--- src/rtl/traffic_light_monitor.sv ---
// Safety monitor for the traffic_light lamp outputs: decodes lamp lines back into
// controller phases, checks combinations, phase order and dwell time, latches a sticky fault.
module traffic_light_monitor #(
    parameter int unsigned GREEN_CYCLES   = 480000000,
    parameter int unsigned YELLOW_CYCLES  = 80000000,
    parameter int unsigned RED_RED_CYCLES = 32000000,
    parameter int unsigned TOL            = 16
) (
    input  logic        clk,
    input  logic        rst_n,
    input  logic        red1,
    input  logic        yellow1,
    input  logic        green1,
    input  logic        red2,
    input  logic        yellow2,
    input  logic        green2,
    input  logic        fault_clr,
    output logic        fault,
    output logic [2:0]  fault_code,
    output logic [3:0]  phase,
    output logic        synced,
    output logic [15:0] cycles_ok
);

    typedef enum logic [3:0] {
        PH_ILLEGAL = 4'b0000,
        PH_G1R2    = 4'b0001,
        PH_Y1R2    = 4'b0010,
        PH_RR      = 4'b0011,
        PH_R1G2    = 4'b0100,
        PH_R1Y2    = 4'b1000
    } phase_t;

    typedef enum logic [1:0] {
        DIR_UNKNOWN,
        DIR_FROM_Y1,
        DIR_FROM_Y2
    } dir_t;

    typedef enum logic [2:0] {
        FC_NONE    = 3'd0,
        FC_ILLEGAL = 3'd1,
        FC_BAD_TRN = 3'd2,
        FC_SHORT   = 3'd3,
        FC_LONG    = 3'd4
    } fcode_t;

    logic [5:0]  r_samp;
    logic        r_valid;
    phase_t      r_phase;
    logic [31:0] r_dwell;
    dir_t        r_dir;
    logic        r_synced;
    logic        r_fault;
    fcode_t      r_code;
    logic [15:0] r_cycles;

    phase_t      w_dec;
    logic [31:0] w_exp;
    logic [31:0] w_min;
    logic [31:0] w_lim;
    logic [31:0] w_dwell_inc;
    logic [31:0] w_dwell_nxt;
    logic        w_change;
    logic        w_dec_legal;
    logic        w_cur_legal;
    logic        w_allowed;
    logic        w_err_illegal;
    logic        w_err_bad;
    logic        w_err_short;
    logic        w_err_long;
    fcode_t      w_new_code;
    logic        w_fault_nxt;
    fcode_t      w_code_nxt;
    logic        w_synced_nxt;
    dir_t        w_dir_nxt;
    logic [15:0] w_cycles_nxt;

    always_comb begin
        case (r_samp)
            6'b001_100: w_dec = PH_G1R2;
            6'b010_100: w_dec = PH_Y1R2;
            6'b100_100: w_dec = PH_RR;
            6'b100_001: w_dec = PH_R1G2;
            6'b100_010: w_dec = PH_R1Y2;
            default:    w_dec = PH_ILLEGAL;
        endcase
    end

    always_comb begin
        case (r_phase)
            PH_G1R2, PH_R1G2: w_exp = 32'(GREEN_CYCLES);
            PH_Y1R2, PH_R1Y2: w_exp = 32'(YELLOW_CYCLES);
            PH_RR:            w_exp = 32'(RED_RED_CYCLES);
            default:          w_exp = '0;
        endcase
        w_min = w_exp - 32'(TOL);
        w_lim = w_exp + 32'(TOL) + 32'd1;
    end

    always_comb begin
        w_change    = (w_dec != r_phase);
        w_dec_legal = (w_dec != PH_ILLEGAL);
        w_cur_legal = (r_phase != PH_ILLEGAL);
        w_dwell_inc = (r_dwell == '1) ? r_dwell : r_dwell + 32'd1;
        w_dwell_nxt = w_change ? 32'd1 : w_dwell_inc;

        w_allowed = 1'b0;
        case (r_phase)
            PH_G1R2: w_allowed = (w_dec == PH_Y1R2);
            PH_Y1R2: w_allowed = (w_dec == PH_RR);
            PH_R1G2: w_allowed = (w_dec == PH_R1Y2);
            PH_R1Y2: w_allowed = (w_dec == PH_RR);
            PH_RR:   w_allowed = ((w_dec == PH_R1G2) && (r_dir != DIR_FROM_Y2)) ||
                                 ((w_dec == PH_G1R2) && (r_dir != DIR_FROM_Y1));
            default: w_allowed = 1'b0;
        endcase

        // r_valid masks the all-zero sample register seen on the first edge after reset
        w_err_illegal = r_valid && !w_dec_legal;
        w_err_bad     = w_change && w_cur_legal && w_dec_legal && !w_allowed;
        w_err_short   = r_synced && w_change && w_cur_legal && (r_dwell < w_min);
        w_err_long    = r_synced && !w_change && w_cur_legal && (w_dwell_inc == w_lim);

        if (w_err_illegal)    w_new_code = FC_ILLEGAL;
        else if (w_err_bad)   w_new_code = FC_BAD_TRN;
        else if (w_err_short) w_new_code = FC_SHORT;
        else if (w_err_long)  w_new_code = FC_LONG;
        else                  w_new_code = FC_NONE;

        w_fault_nxt = r_fault;
        w_code_nxt  = r_code;
        if ((w_new_code != FC_NONE) && (!r_fault || fault_clr)) begin
            w_fault_nxt = 1'b1;
            w_code_nxt  = w_new_code;
        end else if (fault_clr) begin
            w_fault_nxt = 1'b0;
            w_code_nxt  = FC_NONE;
        end

        w_synced_nxt = r_synced;
        if (!w_dec_legal)
            w_synced_nxt = 1'b0;
        else if (w_change && w_cur_legal)
            w_synced_nxt = 1'b1;

        w_dir_nxt = r_dir;
        if (!w_dec_legal) begin
            w_dir_nxt = DIR_UNKNOWN;
        end else if (w_change && (w_dec == PH_RR)) begin
            case (r_phase)
                PH_Y1R2: w_dir_nxt = DIR_FROM_Y1;
                PH_R1Y2: w_dir_nxt = DIR_FROM_Y2;
                default: w_dir_nxt = DIR_UNKNOWN;
            endcase
        end

        w_cycles_nxt = r_cycles;
        if (w_change && (w_dec == PH_G1R2) && w_cur_legal && !w_err_bad && !w_err_short &&
            r_synced && !r_fault && (r_cycles != '1))
            w_cycles_nxt = r_cycles + 16'd1;
    end

    always_ff @(posedge clk or negedge rst_n) begin
        if (!rst_n) begin
            r_samp   <= '0;
            r_valid  <= 1'b0;
            r_phase  <= PH_ILLEGAL;
            r_dwell  <= '0;
            r_dir    <= DIR_UNKNOWN;
            r_synced <= 1'b0;
            r_fault  <= 1'b0;
            r_code   <= FC_NONE;
            r_cycles <= '0;
        end else begin
            r_samp   <= {red1, yellow1, green1, red2, yellow2, green2};
            r_valid  <= 1'b1;
            r_phase  <= w_dec;
            r_dwell  <= w_dwell_nxt;
            r_dir    <= w_dir_nxt;
            r_synced <= w_synced_nxt;
            r_fault  <= w_fault_nxt;
            r_code   <= w_code_nxt;
            r_cycles <= w_cycles_nxt;
        end
    end

    assign fault      = r_fault;
    assign fault_code = r_code;
    assign phase      = r_phase;
    assign synced     = r_synced;
    assign cycles_ok  = r_cycles;

endmodule

--- config.mk ---
export PLATFORM = sky130hd
export DESIGN_NAME = traffic_light_monitor
export DESIGN_NICKNAME = d
export VERILOG_FILES = /design/src/rtl/traffic_light_monitor.sv
export SDC_FILE = /design/constraint.sdc
export NUM_CORES = 1
export LEC_CHECK = 0
export CAP_MARGIN = 20
export CORE_MARGIN = 2
export CORE_UTILIZATION = 60
export DETAILED_ROUTE_END_ITERATION = 7
export DONT_BUFFER_PORTS = 1
export GPL_ROUTABILITY_DRIVEN = 1
export GPL_TIMING_DRIVEN = 0
export PLACE_DENSITY = 0.76
export SETUP_SLACK_MARGIN = 0.1
export SKIP_LAST_GASP = 1
export SLEW_MARGIN = 20
export SYNTH_ARGS = -nofsm -noshare
export SYNTH_HDL_FRONTEND = slang
export SYNTH_SLANG_ARGS = --single-unit
--- constraint.sdc ---
create_clock -name clk -period 4.25 [get_ports clk]
set_clock_uncertainty 0.1 [all_clocks]
set_input_delay 0.425 -clock clk [delete_from_list [all_inputs] [get_ports clk]]
set_output_delay 0.425 -clock clk [all_outputs]
set_load 0.1 [all_outputs]
==> flow_metrics.py <==
metrics = {
    "status": {
        "status": "finished, final reports clean",
    },
    "global_routing": {
        "first_global_vias": 4305,
        "overflow": 0,
        "antenna_found_initial": 0,
        "grt_max_degree": 67,
        "track_usage": 0.310,
        "grt_pass1_wl_um": 21300,
    },
    "synthesis": {
        "synth-async-reset-ratio": 1.00,
        "synth_top_area_cell": "dfrtp_1",
        "synth.most_common_cell": "dfrtp_1",
        "netlist_instances": 545,
        "synthesis.nets": 580,
        "ys_warn_count": 0,
        "synth_top_area_frac": 0.338,
        "synth-edff-count": 0,
        "synth_ff_type": "dfrtp_1",
        "syn_area_um2": 4880,
        "yosys-top-cells-area": "dfrtp_1 34%, ha_1 6.7%, xnor2_1 5.2%, nor2_1 4.2%, xor2_1 3.8%",
        "ys_seq_area_frac": 0.338,
        "synth-seq-cells": 66,
        "ys_types": 82,
        "syn_area_per_cell_um2": 8.96,
        "yosys-top-cells-count": "66 x dfrtp_1, 54 x nor2_1, 46 x nand2_1",
    },
    "pwr": {
        "leakagePower_nw": 2.43,
        "swShare": 0.318,
        "power_frac_comb": 0.177,
        "p_clk_frac": 0.362,
        "power_frac_seq": 0.461,
        "p_per_area_nw_per_um2": 280,
        "p_switching_mw": 0.487,
        "p_int_mw": 1.05,
        "peakVddDrop_v": 0.000192,
    },
    "clock_tree": {
        "cts-root-buf": "clkbuf_8",
        "clkSlewWorstSetupHoldPaths_ns": 0.08,
        "clock_sinks": 66,
        "clkLatencyLatePin_ns": 0.36,
        "h-tree-depth": 3,
        "cts_buffers": 9,
        "cts_tree": "yes",
        "cts_buffer_depth": 2,
    },
    "final_layout": {
        "drive_gt1_frac": 0.148,
        "area_growth_pct": 12.2,
        "nFillCells": 636,
        "diodes": 0,
        "final_nets": 604,
    },
    "drt": {
        "antenna_left": 0,
        "avgViaCountPerCell": 6.49,
        "dr.pass1.iters": 5,
        "drt_iter0_markers": 405,
        "vias": 4390,
        "drc": 0,
        "post_drt_wl_per_cell_um": 19.3,
        "routed_wl_um": 13000,
    },
    "sta": {
        "period_needed_ns": 4.01,
        "period_share": 0.943,
        "relSlewSlack": 0.280,
        "layout_setup_ws_ns": 0.242,
        "hold_viol_final": 0,
        "fmax_ghz": 0.250,
        "rsz0062_at_grt": "no",
        "drv_slew": 0,
        "hold_slack_ns": 0.211,
        "tightest_slew_ns": 1.08,
        "setup_violations": 0,
    },
    "run": {
        "drv_cap": 0,
    },
    "floorplan": {
        "die_w_um": 94.2,
        "die_h_um": 94.2,
        "initial_utilization": 0.625,
        "core_um2": 7810,
        "io_pins": 34,
        "dieArea_um2": 8870,
        "rows": 32,
    },
    "place": {
        "place.gp.congestion": 0.965,
        "hpwl_um": 9360,
        "port_buffers": 0,
        "preCtsSetupSlack_ns": -0.892,
    },
    "worst_setup_path": {
        "worstPathRequired_ns": 4.36,
        "end_kind": "register",
        "critPathLaunchType": "register",
        "worstPathArrival_ns": 4.12,
        "critPathKind": "reg -> reg",
        "critPathMaxFanout": 7,
    },
    "hold_path": {
        "hold_path.class": "in -> reg",
    },
}
[per-stage QoR]
stage / power (mW) / utilization / cell area, um2 / TNS (ns) / std cells
floorplan: 0.904 / - / 4890 / 0 / 545
detailed placement: 0.958 / 0.643 / 5020 / -13.12 / 647
global route: 1.61 / 0.701 / 5480 / 0 / 676
finish: 1.53 / 0.701 / 5480 / 0 / 676
CTS: 1.53 / 0.690 / 5390 / 0 / 674
global placement: 0.952 / 0.643 / 5020 / -12.24 / 647
[worst max-delay path, stage by stage (launching register included)]
cell and delay, ns:
dfrtp_4 0.64, nor2b_4 0.21, buf_12 0.14, o21ai_4 0.26
nand2_1 0.19, inv_2 0.16, ha_4 0.20, nand3_1 0.12
ha_1 0.32, nand4_1 0.14, nor3_2 0.22, a2bb2oi_1 0.10
nand2_1 0.09, a21oi_2 0.05, nor4_4 0.20, buf_4 0.18
and3_1 0.19, nand4_1 0.12, xnor2_1 0.19
[final timing paths]
path / to / from / slack (ns) / depth (start not counted)
max in group asynchronous: phase[0]$_DFF_PN0_ / rst_n / 3.22 / 2
min reg2reg: phase[2]$_DFF_PN0_ / r_samp[1]$_DFF_PN0_ / 0.50 / 1
max: cycles_ok[5]$_DFFE_PN0P_ / phase[1]$_DFF_PN0_ / 0.24 / 18
min: fault_code[2]$_DFFE_PN0P_ / fault_clr / 0.21 / 2
min in group asynchronous: r_dwell[8]$_DFF_PN0_ / rst_n / 0.50 / 2
max reg2reg: cycles_ok[5]$_DFFE_PN0P_ / phase[1]$_DFF_PN0_ / 0.24 / 18
[timing repair]
action | in CTS | in global routing
setup buffers | 3 | 2
hold buffers | 8 | 0
endpoints found under the setup margin | 20 | 19
pin swaps | 4 | 4
gates resized for setup | 15 | 15
endpoints found under the hold margin | 72 | 0
cloned | 0 | 0
[flip-flops by register name (all words and copies together), names as in the netlist]
| register | flops |
|---|---|
| r_dwell | 32 |
| phase | 4 |
| cycles_ok | 16 |
| r_valid | 1 |
| r_dir | 2 |
| fault_code | 3 |
| r_samp | 6 |
| synced | 1 |
| fault | 1 |
[kinds of logic after synthesis]
group | after synthesis | synth area share
AO/OA/AOI/OAI | 96 | 0.149
XOR/XNOR | 51 | 0.0946
adder cells (fa/ha/maj) | 26 | 0.0666
buffers and inverters | 42 | 0.0395
flip-flops | 66 | 0.338
multiplexers | 5 | 0.0108
other | 2 | 0.00154
AND/OR/NAND/NOR | 257 | 0.300
[power by group through the flow]
stage / Clock [mW] / Combinational (mW) / Sequential [mW]
2_1_floorplan: 0 / 0.192 / 0.712
3_3_place_gp: 0 / 0.235 / 0.717
3_5_place_dp: 0 / 0.239 / 0.718
4_1_cts: 0.557 / 0.265 / 0.706
5_1_grt: 0.591 / 0.307 / 0.710
6_report: 0.555 / 0.271 / 0.706
[area by class of cell]
cell class	count	area, um2	area share
buffer	24	129	0.0235
clock buffer	9	124	0.0226
clock inverter	7	77.6	0.0142
inverter	18	67.6	0.0123
multi-input combinational	437	3140	0.573
sequential	66	1670	0.304
tap	102	128	0.0233
timing repair buffer	13	148	0.0270
[per-layer routing]
| layer | vias up | part of all wire | GRT usage |
|---|---|---|---|
| li1 | 2044 | - | - |
| met1 | 2152 | 0.42 | 0.398 |
| met2 | 161 | 0.49 | 0.520 |
| met3 | 33 | 0.061 | 0.0650 |
| met4 | 0 | 0.025 | 0.105 |
| met5 | - | 0 | 0 |
[placed cells by master, fill, tap and decap left out, types with 6 or more instances in the layout]
cell type      Yosys  layout
a21oi_1           24      22
and2_1            11      11
and3_1            13      13
and4_1            10      10
buf_2             11      11
clkbuf_1           8       7
clkbuf_8           0       9
dfrtp_1           66      62
dlygate4sd3_1      0       7
ha_1              26      24
inv_1             17      15
nand2_1           46      44
nand2b_1           7       7
nand3_1           28      28
nand4_1           25      25
nor2_1            54      52
nor2b_1            9       8
nor3_1             9       7
nor3b_1            9       9
nor4_1             6       6
o21ai_0           12       9
xnor2_1           29      29
xor2_1            21      21
Power figures use the tool's default switching activity.
